==> config.mk <==
export PLATFORM = sky130hd
export DESIGN_NAME = uart_tx_arbiter_flat
export DESIGN_NICKNAME = d
export VERILOG_FILES = /design/src/rtl/uart_tx_arbiter_if.sv /design/src/rtl/uart_tx_arbiter.sv /design/src/flat_wrapper.sv
export SDC_FILE = /design/constraint.sdc
export NUM_CORES = 1
export LEC_CHECK = 0
export ABC_AREA = 1
export CORE_ASPECT_RATIO = 1.2
export CORE_MARGIN = 5
export CORE_UTILIZATION = 48
export DETAILED_ROUTE_END_ITERATION = 10
export HOLD_SLACK_MARGIN = 0.08
export PLACE_DENSITY = 0.8
export SKIP_LAST_GASP = 1
export SLEW_MARGIN = 20
export SYNTH_ARGS = -nofsm -noshare
export SYNTH_HDL_FRONTEND = slang
export SYNTH_SLANG_ARGS = --single-unit
==> constraint.sdc <==
create_clock -name clk -period 2.27 [get_ports clk]
set_clock_uncertainty 0.2 [all_clocks]
set_input_delay 0.3405 -clock clk [delete_from_list [all_inputs] [get_ports clk]]
set_output_delay 0.3405 -clock clk [all_outputs]
set_load 0.02 [all_outputs]
==> src/rtl/uart_tx_arbiter_if.sv <==
// Bundle between requesters, the arbiter and a UART transmitter.
// Launch and completion signals plus a debug view of the arbiter FSM.
interface uart_tx_arbiter_if #(
  parameter int N_REQ   = 4,
  parameter int D_WIDTH = 8
) ();
  localparam int ID_W = (N_REQ > 1) ? $clog2(N_REQ) : 1;

  // Handshake: req[i] is a level held until done[i] (or abandoned); grant[i] pulses
  // once when the character is captured, and tx_transmit pulses with it.
  // tx_busy is the transmitter's acknowledge, which must rise within TIMEOUT cycles.
  // done[i] pulses once when tx_busy falls again.
  logic [N_REQ-1:0]         req;
  logic [N_REQ*D_WIDTH-1:0] req_data;
  logic [N_REQ-1:0]         grant;
  logic [N_REQ-1:0]         done;
  logic                     tx_transmit;
  logic [D_WIDTH-1:0]       tx_data;
  logic                     tx_busy;
  logic                     active;
  logic [ID_W-1:0]          active_id;
  logic                     timeout_err;
  logic [1:0]               fsm_state;

  modport master (
    input  req, req_data, tx_busy,
    output grant, done, tx_transmit, tx_data, active, active_id, timeout_err, fsm_state
  );

  modport slave (
    output req, req_data, tx_busy,
    input  grant, done, tx_transmit, tx_data, active, active_id, timeout_err, fsm_state
  );
endinterface

==> src/rtl/uart_tx_arbiter.sv <==
// Round-robin arbiter sharing one UART transmitter between N_REQ requesters,
// with a watchdog on the transmitter's busy acknowledge.
module uart_tx_arbiter #(
  parameter int N_REQ   = 4,
  parameter int D_WIDTH = 8,
  parameter int TIMEOUT = 8
) (
  input logic               clk,
  input logic               rst,
  uart_tx_arbiter_if.master bus
);
  localparam int ID_W = (N_REQ > 1) ? $clog2(N_REQ) : 1;
  localparam logic [N_REQ-1:0] ONE = {{(N_REQ-1){1'b0}}, 1'b1};

  typedef enum logic [1:0] {
    IDLE      = 2'b00,
    WAIT_BUSY = 2'b01,
    WAIT_DONE = 2'b10
  } state_t;

  state_t             state;
  logic [ID_W-1:0]    ptr;
  logic [ID_W-1:0]    active_id;
  logic [7:0]         timer;
  logic [N_REQ-1:0]   grant;
  logic [N_REQ-1:0]   done;
  logic               tx_transmit;
  logic [D_WIDTH-1:0] tx_data;
  logic               active;
  logic               timeout_err;

  logic               found;
  logic [ID_W-1:0]    winner;
  logic [ID_W-1:0]    cand;
  logic [D_WIDTH-1:0] win_data;

  // Search starts just past the last owner, so that owner ends up last in line.
  always_comb begin
    found  = 1'b0;
    winner = '0;
    cand   = '0;
    for (int k = 1; k <= N_REQ; k++) begin
      cand = ID_W'((int'(ptr) + k) % N_REQ);
      if (!found && bus.req[cand]) begin
        found  = 1'b1;
        winner = cand;
      end
    end
    win_data = bus.req_data[int'(winner)*D_WIDTH +: D_WIDTH];
  end

  always_ff @(posedge clk or posedge rst) begin
    if (rst) begin
      state       <= IDLE;
      ptr         <= ID_W'(N_REQ-1);
      timer       <= '0;
      grant       <= '0;
      done        <= '0;
      tx_transmit <= 1'b0;
      tx_data     <= '0;
      active      <= 1'b0;
      active_id   <= '0;
      timeout_err <= 1'b0;
    end else begin
      grant       <= '0;
      done        <= '0;
      tx_transmit <= 1'b0;
      timeout_err <= 1'b0;
      case (state)
        IDLE: begin
          if (found && !bus.tx_busy) begin
            tx_data     <= win_data;
            tx_transmit <= 1'b1;
            grant       <= ONE << winner;
            active_id   <= winner;
            active      <= 1'b1;
            timer       <= '0;
            state       <= WAIT_BUSY;
          end
        end
        WAIT_BUSY: begin
          if (bus.tx_busy) begin
            state <= WAIT_DONE;
          end else if (timer == 8'(TIMEOUT-1)) begin
            timeout_err <= 1'b1;
            ptr         <= active_id;
            active      <= 1'b0;
            state       <= IDLE;
          end else if (timer != 8'hFF) begin
            timer <= timer + 8'd1;
          end
        end
        WAIT_DONE: begin
          if (!bus.tx_busy) begin
            done   <= ONE << active_id;
            ptr    <= active_id;
            active <= 1'b0;
            state  <= IDLE;
          end
        end
        default: begin
          active <= 1'b0;
          state  <= IDLE;
        end
      endcase
    end
  end

  assign bus.grant       = grant;
  assign bus.done        = done;
  assign bus.tx_transmit = tx_transmit;
  assign bus.tx_data     = tx_data;
  assign bus.active      = active;
  assign bus.active_id   = active_id;
  assign bus.timeout_err = timeout_err;
  assign bus.fsm_state   = state;
endmodule

==> src/flat_wrapper.sv <==
// flat-port wrapper written by rule: the top's interface ports become plain ports
module uart_tx_arbiter_flat 
#(
  parameter int N_REQ   = 4,
  parameter int D_WIDTH = 8,
  parameter int TIMEOUT = 8
)
  (clk, rst, bus_req, bus_req_data, bus_tx_busy, bus_grant, bus_done, bus_tx_transmit, bus_tx_data, bus_active, bus_active_id, bus_timeout_err, bus_fsm_state);
  uart_tx_arbiter_if #(.N_REQ(N_REQ), .D_WIDTH(D_WIDTH)) bus_i ();
  input logic clk;
  input logic rst;
  input wire logic [$bits(bus_i.req)-1:0] bus_req;
  input wire logic [$bits(bus_i.req_data)-1:0] bus_req_data;
  input wire logic [$bits(bus_i.tx_busy)-1:0] bus_tx_busy;
  output wire logic [$bits(bus_i.grant)-1:0] bus_grant;
  output wire logic [$bits(bus_i.done)-1:0] bus_done;
  output wire logic [$bits(bus_i.tx_transmit)-1:0] bus_tx_transmit;
  output wire logic [$bits(bus_i.tx_data)-1:0] bus_tx_data;
  output wire logic [$bits(bus_i.active)-1:0] bus_active;
  output wire logic [$bits(bus_i.active_id)-1:0] bus_active_id;
  output wire logic [$bits(bus_i.timeout_err)-1:0] bus_timeout_err;
  output wire logic [$bits(bus_i.fsm_state)-1:0] bus_fsm_state;
  assign bus_i.req = bus_req;
  assign bus_i.req_data = bus_req_data;
  assign bus_i.tx_busy = bus_tx_busy;
  assign bus_grant = bus_i.grant;
  assign bus_done = bus_i.done;
  assign bus_tx_transmit = bus_i.tx_transmit;
  assign bus_tx_data = bus_i.tx_data;
  assign bus_active = bus_i.active;
  assign bus_active_id = bus_i.active_id;
  assign bus_timeout_err = bus_i.timeout_err;
  assign bus_fsm_state = bus_i.fsm_state;
  uart_tx_arbiter #(.N_REQ(N_REQ), .D_WIDTH(D_WIDTH), .TIMEOUT(TIMEOUT)) u_core (.clk(clk), .rst(rst), .bus(bus_i));
endmodule
==> impl_metrics.tcl, run 1 <==
set metrics [dict create \
    holdCritPathClass "input pin to asynchronous set/reset pin" \
    route.final.wire_length_um 5450 \
    period_share 0.967 \
    detailedPlace.worstSlack_ns -0.0199 \
    core_um2 4260 \
    pwr-share-comb 0.659 \
    unrepaired_setup_endpoints_after_global_routing "yes" \
    pwrdens_nw_per_um2 1480 \
    worst-endpoint-required_ns 2.24 \
    cts.reportedPaths.clkPinSlew_ns 0.07 \
    layout-area-overhead-vs-synth_pct 47.4 \
    syn_area_per_cell_um2 7.43 \
    critical_path.reg2reg.startpoint "u_core.ptr[0]$_DFFE_PP1P_" \
    synth.largest_area_cell "sky130_fd_sc_hd__dfrtp_1" \
    final_layout_size_suffix_gt1_frac 0.214 \
    critical_path.endpoint_type "flop" \
    synth-seq-area-share 0.392 \
    first_global_vias 1970 \
    synth_enable_flop_cells 0 \
    overflow 0 \
    die_h_um 82.6 \
    report.power.total_mw 4.61 \
    synth.cell_area_um2 2110 \
    numClockSinks 33 \
    tritoncts_clock_tree "yes" \
    vias_per_cell 5.05 \
    worstPathMaxFanout 10 \
    maximum_ir_drop_on_the_vdd_rail_mv 0.719 \
    place_hpwl_um 3770 \
    fin_ws_ns 0.0748 \
    grt_pass1_wl_um 8520 \
    slew-limit-headroom 0.727 \
    finalSetupViolCount 0 \
    r2r.worst_path.cells 16 \
    final_nets 403 \
    tns_ns 0 \
    place_congestion 0.845 \
    worst_setup_start_kind "flop" \
    cts_buffer_depth 2 \
    synth-main-ff-cell "sky130_fd_sc_hd__dfrtp_1" \
    detail_route.drc_violations 0 \
    diodes 0 \
    synthesis.instances 284 \
    drt_iter0_markers 133 \
    ff2ff_setup_slack_ns 0.07 \
    drt_pass1_iterations 4 \
    power.switching_mw 2.09 \
    power.switching_fraction 0.454 \
    crit_path_start "u_core.ptr[0]$_DFFE_PP1P_" \
    yosysWarnings 0 \
    timing.final.crit_period_ns 2.20 \
    portBuffers 61 \
    maximum_achievable_frequency_ghz 0.456 \
    yosys_register_bits 33 \
    final-max-slew-violation-count 0 \
    grt_use_total 0.182 \
    worstSkewPairLatency_ns 0.29 \
    io-pin-count 62 \
    antenna_found_initial 0 \
    clock_tree.htree_level_count 2 \
    grt_start_max_net_pins 34 \
    max_slew.worst_pin.slew_ns 0.409 \
    internal_power_mw 2.52 \
    synth_nets 324 \
    tritoncts.num_buffers 5 \
    design.die.area_um2 5830 \
    synth.top_cell.area_share 0.368 \
    timing.final.hold_violations 0 \
    critical_path.reg2reg.endpoint "u_core.bus.tx_data[6]$_DFFE_PP0P_" \
    die_width_um 70.5 \
    post_drt_wl_per_cell_um 13.0 \
    cellLeakagePower_nw 1.51 \
    status "completed" \
    drtAntennaViolNets 0 \
    share_seq_of_total_power 0.201 \
    ys_types 33 \
    worst_ep_arrival_time_ns 2.17 \
    hold_buffers 0 \
    path_class "flop to flop" \
    max_cap_viol_count 0 \
    initial_standard_cell_utilization_of_the_core 0.495 \
    power_frac_clock 0.140 \
    routed-via-count 2121 \
    cts_root_buffer "sky130_fd_sc_hd__clkbuf_8" \
    fp-row-count 26 \
    finalHoldWorstSlack_ns 0.236 \
    synth.area.top_cells "sky130_fd_sc_hd__dfrtp_1 37%, sky130_fd_sc_hd__nand2_1 22%, sky130_fd_sc_hd__nand4_1 5.0%, sky130_fd_sc_hd__nand2_2 4.1%, sky130_fd_sc_hd__o21ai_2 2.9%" \
    async_reset_ff_frac 1.00 \
]
-- kinds of logic after synthesis --
group / share of synthesized area
xor+xnor: 0.0208
buf+inv: 0.0812
flops: 0.392
fa+ha+maj: 0.00593
compound gates: 0.0664
simple gates: 0.433
-- worst max-delay path: stages (launching register included) --
cell	delay, ns
sky130_fd_sc_hd__dfstp_2	0.63
sky130_fd_sc_hd__inv_6	0.07
sky130_fd_sc_hd__nand2_1	0.08
sky130_fd_sc_hd__nand2_2	0.07
sky130_fd_sc_hd__nand2_1	0.07
sky130_fd_sc_hd__nand2_2	0.08
sky130_fd_sc_hd__nand2_2	0.09
sky130_fd_sc_hd__nand2_1	0.07
sky130_fd_sc_hd__nand2_2	0.11
sky130_fd_sc_hd__nand3_4	0.10
sky130_fd_sc_hd__buf_12	0.15
sky130_fd_sc_hd__nand2_1	0.05
sky130_fd_sc_hd__nand2_1	0.05
sky130_fd_sc_hd__nand2_1	0.05
sky130_fd_sc_hd__nand2_1	0.07
sky130_fd_sc_hd__nand2_1	0.07
sky130_fd_sc_hd__nand2_1	0.05
-- what timing repair did --
action                                  in CTS  in global routing
endpoints found under the hold margin        0                  0
buffers inserted                             0                  6
endpoints found under the setup margin       0                 12
resized for setup                            0                 20
-- cell usage after synthesis (2+ instances only) --
| library cell | count |
|---|---|
| sky130_fd_sc_hd__a21oi_1 | 4 |
| sky130_fd_sc_hd__buf_2 | 5 |
| sky130_fd_sc_hd__buf_4 | 2 |
| sky130_fd_sc_hd__buf_6 | 3 |
| sky130_fd_sc_hd__dfrtp_1 | 31 |
| sky130_fd_sc_hd__dfstp_2 | 2 |
| sky130_fd_sc_hd__inv_1 | 15 |
| sky130_fd_sc_hd__inv_2 | 3 |
| sky130_fd_sc_hd__nand2_1 | 125 |
| sky130_fd_sc_hd__nand2_2 | 14 |
| sky130_fd_sc_hd__nand2_4 | 3 |
| sky130_fd_sc_hd__nand3_1 | 9 |
| sky130_fd_sc_hd__nand3_2 | 2 |
| sky130_fd_sc_hd__nand4_1 | 17 |
| sky130_fd_sc_hd__nor2_1 | 6 |
| sky130_fd_sc_hd__nor3_1 | 6 |
| sky130_fd_sc_hd__nor4_1 | 4 |
| sky130_fd_sc_hd__o21ai_0 | 6 |
| sky130_fd_sc_hd__o21ai_2 | 7 |
| sky130_fd_sc_hd__or2_2 | 4 |
| sky130_fd_sc_hd__xnor2_1 | 2 |
| sky130_fd_sc_hd__xor2_1 | 3 |
-- per-stage QoR --
| step | std cells | util | cell area [um2] |
|---|---|---|---|
| global placement | 404 | 0.665 | 2830 |
| detailed placement | 404 | 0.665 | 2830 |
| finish | 420 | 0.730 | 3110 |
| floorplan | 284 | - | 2110 |
| CTS | 412 | 0.696 | 2970 |
| global route | 420 | 0.730 | 3110 |
-- layer usage --
metal | GRT usage | part of all wire
met3 | 0.0593 | 0.069
met5 | 0 | 0
met4 | 0.0583 | 0.019
met2 | 0.312 | 0.49
met1 | 0.218 | 0.42
-- how the worst max path moves through the flow --
stage	endpoint	slack [ns]
after CTS	u_core.bus.tx_data[6]$_DFFE_PP0P_	0.06
after detailed placement	u_core.bus.tx_data[6]$_DFFE_PP0P_	-0.02
after global placement	u_core.bus.tx_data[6]$_DFFE_PP0P_	-0.0002
after global routing	u_core.bus.tx_data[6]$_DFFE_PP0P_	-0.06
after floorplan	u_core.bus.tx_data[0]$_DFFE_PP0P_	0.24
final	u_core.bus.tx_data[6]$_DFFE_PP0P_	0.07
-- cells in the final DEF (no fill, tap or decap), types with 2 or more instances in the layout --
master	Yosys	layout
sky130_fd_sc_hd__nand3_4	1	2
sky130_fd_sc_hd__inv_2	3	3
sky130_fd_sc_hd__nand2_4	3	4
sky130_fd_sc_hd__nand4_1	17	17
sky130_fd_sc_hd__nand2_2	14	16
sky130_fd_sc_hd__xnor2_1	2	2
sky130_fd_sc_hd__clkinvlp_4	0	2
sky130_fd_sc_hd__bufinv_16	0	2
sky130_fd_sc_hd__a21oi_1	4	4
sky130_fd_sc_hd__clkdlybuf4s50_1	0	61
sky130_fd_sc_hd__nand3_1	9	8
sky130_fd_sc_hd__o21ai_2	7	7
sky130_fd_sc_hd__buf_6	3	3
sky130_fd_sc_hd__clkbuf_8	0	5
sky130_fd_sc_hd__nand2_1	125	121
sky130_fd_sc_hd__buf_12	0	2
sky130_fd_sc_hd__nor4_1	4	4
sky130_fd_sc_hd__inv_4	1	2
sky130_fd_sc_hd__inv_1	15	13
sky130_fd_sc_hd__nor2_1	6	6
sky130_fd_sc_hd__dfrtp_1	31	31
sky130_fd_sc_hd__o21ai_0	6	6
sky130_fd_sc_hd__nor3_1	6	6
sky130_fd_sc_hd__xor2_1	3	3
sky130_fd_sc_hd__buf_4	2	14
sky130_fd_sc_hd__or2_2	4	4
sky130_fd_sc_hd__dfstp_2	2	2
sky130_fd_sc_hd__nand3_2	2	2
-- registers in the layout, summed over array words and instances, names as in the netlist, 2 cells and up --
name / flops
u_core.timer: 8
u_core.bus.grant: 4
u_core.bus.active_id: 2
u_core.bus.fsm_state: 2
u_core.bus.tx_data: 8
u_core.ptr: 2
u_core.bus.done: 4
-- power by group through the flow --
stage,logic [mW],registers [mW],clock network (mW)
global route,3.34,0.946,0.686
floorplan,1.70,1.05,0
finish,3.04,0.925,0.647
global placement,2.62,0.939,0
CTS,2.68,0.930,0.659
detailed placement,2.66,0.930,0
-- final cells by class --
cell class                 count  area, um2
multi-input combinational    220       1150
tap                           56       70.1
fill                         327       1150
timing repair inverter         1       7.51
timing repair buffer          82        830
inverter                      20       88.8
sequential                    33        828
clock buffer                   5       68.8
clock inverter                 3       65.1
Note: power is estimated with default switching activity, not from simulation.
==> inputs of run 2 (changes only) <==
--- a/config.mk
+++ b/config.mk
@@ -7,7 +7,6 @@
 export LEC_CHECK = 0
 export ABC_AREA = 1
 export CORE_ASPECT_RATIO = 1.2
-export CORE_MARGIN = 5
 export CORE_UTILIZATION = 48
 export DETAILED_ROUTE_END_ITERATION = 10
 export HOLD_SLACK_MARGIN = 0.08
==> impl_metrics.tcl, run 2 (same netlist as run 1, synthesis figures left out) <==
set metrics [dict create \
    worst_setup_start_kind "flop" \
    place_congestion 0.846 \
    worstSkewPairLatency_ns 0.28 \
    design.die.area_um2 4670 \
    status "completed" \
    layout-area-overhead-vs-synth_pct 41.7 \
    reg_top3 "u_core.bus.tx_data (8), u_core.timer (8)" \
    clock_tree.htree_level_count 2 \
    worst_ep_arrival_time_ns 2.11 \
    drtAntennaViolNets 0 \
    overflow 0 \
    max_slew.worst_pin.slew_ns 0.397 \
    cts.reportedPaths.clkPinSlew_ns 0.07 \
    slew-limit-headroom 0.735 \
    unrepaired_setup_endpoints_after_global_routing "yes" \
    numClockSinks 33 \
    critical_path.endpoint_type "flop" \
    final-max-slew-violation-count 0 \
    die_h_um 74.6 \
    layout.cells.most_common_list "123 x sky130_fd_sc_hd__nand2_1, 61 x sky130_fd_sc_hd__clkdlybuf4s50_1, 31 x sky130_fd_sc_hd__dfrtp_1, 17 x sky130_fd_sc_hd__nand4_1" \
    r2r.worst_path.cells 15 \
    n_fill_cell 354 \
    cts_root_buffer "sky130_fd_sc_hd__clkbuf_8" \
    worst-endpoint-required_ns 2.24 \
    final_layout_size_suffix_gt1_frac 0.201 \
    initial_standard_cell_utilization_of_the_core 0.499 \
    timing.final.hold_violations 0 \
    post_dp_cell_area_um2 2810 \
    path_class "flop to flop" \
    max_cap_viol_count 0 \
    endpoint "u_core.bus.tx_data[5]$_DFFE_PP0P_" \
    core_um2 4230 \
    die_width_um 62.5 \
    cellLeakagePower_nw 1.47 \
    post_drt_wl_per_cell_um 11.0 \
    drt_pass1_iterations 4 \
    route.final.wire_length_um 4620 \
    detail_route.drc_violations 0 \
    maximum_achievable_frequency_ghz 0.467 \
    portBuffers 61 \
    grt_pass1_wl_um 7620 \
    layout.cells.most_common "sky130_fd_sc_hd__nand2_1" \
    maximum_ir_drop_on_the_vdd_rail_mv 0.814 \
    critical_path.reg2reg.endpoint "u_core.bus.tx_data[5]$_DFFE_PP0P_" \
    grt_start_max_net_pins 34 \
    critical_path.reg2reg.startpoint "u_core.ptr[0]$_DFFE_PP1P_" \
    cts_buffer_depth 2 \
    drt_iter0_markers 93 \
    holdCritPathClass "input pin to asynchronous set/reset pin" \
    antenna_found_initial 0 \
    first_global_vias 1808 \
    crit_path_start "u_core.ptr[0]$_DFFE_PP1P_" \
    io-pin-count 62 \
    vias_per_cell 4.93 \
    finalSetupViolCount 0 \
    fp-row-count 26 \
    place_hpwl_um 3480 \
    grt_use_total 0.204 \
    final_nets 403 \
    timing.final.crit_period_ns 2.14 \
    tritoncts_clock_tree "yes" \
    diodes 0 \
    tritoncts.num_buffers 5 \
    ff2ff_setup_slack_ns 0.13 \
    stdcell_area_um2 2990 \
    finalHoldWorstSlack_ns 0.239 \
    routed-via-count 2072 \
    hold_buffers 0 \
    pwrdens_nw_per_um2 1370 \
    worstPathMaxFanout 5 \
    period_share 0.944 \
]
## run 2: changes by cell type in the layout (fill, tap and decap cells not counted), moves of 2 or more
cell                        change
sky130_fd_sc_hd__bufinv_16      -2
sky130_fd_sc_hd__clkbuf_1       +2
sky130_fd_sc_hd__buf_4          +2
sky130_fd_sc_hd__nand2_4        -2
sky130_fd_sc_hd__buf_12         -2
sky130_fd_sc_hd__nand2_1        +2
## run 2: area by class of cell
type                       instances  area [um2]  area share
tap                               56        70.1      0.0234
clock buffer                       8        90.1      0.0301
timing repair inverter             1        5.00     0.00167
timing repair buffer              82         781       0.261
sequential                        33         828       0.277
inverter                          20        86.3      0.0289
multi-input combinational        220        1130       0.378
## run 2: critical path, cell delays in order (launching register included)
cell and delay [ns]:
sky130_fd_sc_hd__dfstp_2 0.61, sky130_fd_sc_hd__buf_4 0.14, sky130_fd_sc_hd__nand2_1 0.05, sky130_fd_sc_hd__nand2_2 0.10, sky130_fd_sc_hd__nand2_1 0.07, sky130_fd_sc_hd__nand2_2 0.10, sky130_fd_sc_hd__inv_2 0.06, sky130_fd_sc_hd__nand3_4 0.08
sky130_fd_sc_hd__nand3_2 0.12, sky130_fd_sc_hd__buf_2 0.17, sky130_fd_sc_hd__nand2_1 0.06, sky130_fd_sc_hd__nand2_1 0.05, sky130_fd_sc_hd__nand2_1 0.05, sky130_fd_sc_hd__nand2_1 0.06, sky130_fd_sc_hd__nand2_1 0.06, sky130_fd_sc_hd__nand2_1 0.05
## run 2: worst min-delay path by stage
| stage | from | to | slack, ns |
|---|---|---|---|
| floorplan | bus_tx_busy | u_core.bus.done[0]$_DFF_PP0_ | 0.21 |
| global placement | u_core.bus.tx_data[7]$_DFFE_PP0P_ | u_core.bus.tx_data[7]$_DFFE_PP0P_ | 0.28 |
| detailed placement | u_core.bus.tx_data[6]$_DFFE_PP0P_ | u_core.bus.tx_data[6]$_DFFE_PP0P_ | 0.27 |
| CTS | rst | u_core.timer[2]$_DFFE_PP0P_ | 0.25 |
| global route | u_core.bus.tx_data[1]$_DFFE_PP0P_ | u_core.bus.tx_data[1]$_DFFE_PP0P_ | 0.32 |
| finish | rst | u_core.timer[2]$_DFFE_PP0P_ | 0.24 |
## run 2: per-layer routing
layer	vias up	global-route usage	part of all wire
met5	-	0	0
met3	2	0.0500	0.053
met2	70	0.353	0.48
met1	930	0.264	0.47
met4	0	0.0439	0.0030
li1	1070	-	-
## run 2: stage by stage
stage | worst slack, ns | power [mW] | utilization | cells | TNS (ns)
3_5_place_dp | 0.00383 | 3.47 | 0.664 | 404 | 0
4_1_cts | 0.0843 | 3.92 | 0.685 | 412 | 0
6_report | 0.127 | 4.08 | 0.707 | 420 | 0
2_1_floorplan | 0.242 | 2.75 | - | 284 | 0
5_1_grt | -0.0228 | 4.44 | 0.707 | 420 | -0.0608
3_3_place_gp | 0.0311 | 3.45 | 0.664 | 404 | 0
## run 2: repair_timing
item / 4_1_cts / 5_1_grt
endpoints found under the setup margin: 0 / 16
gates resized for setup: 0 / 11
setup buffers: 0 / 6
## run 2: where the power goes
part	leakage, nW	switching (mW)	internal, mW
clock network	0.0455	0.194	0.247
registers	0.432	0.141	0.776
logic	0.987	1.60	1.12
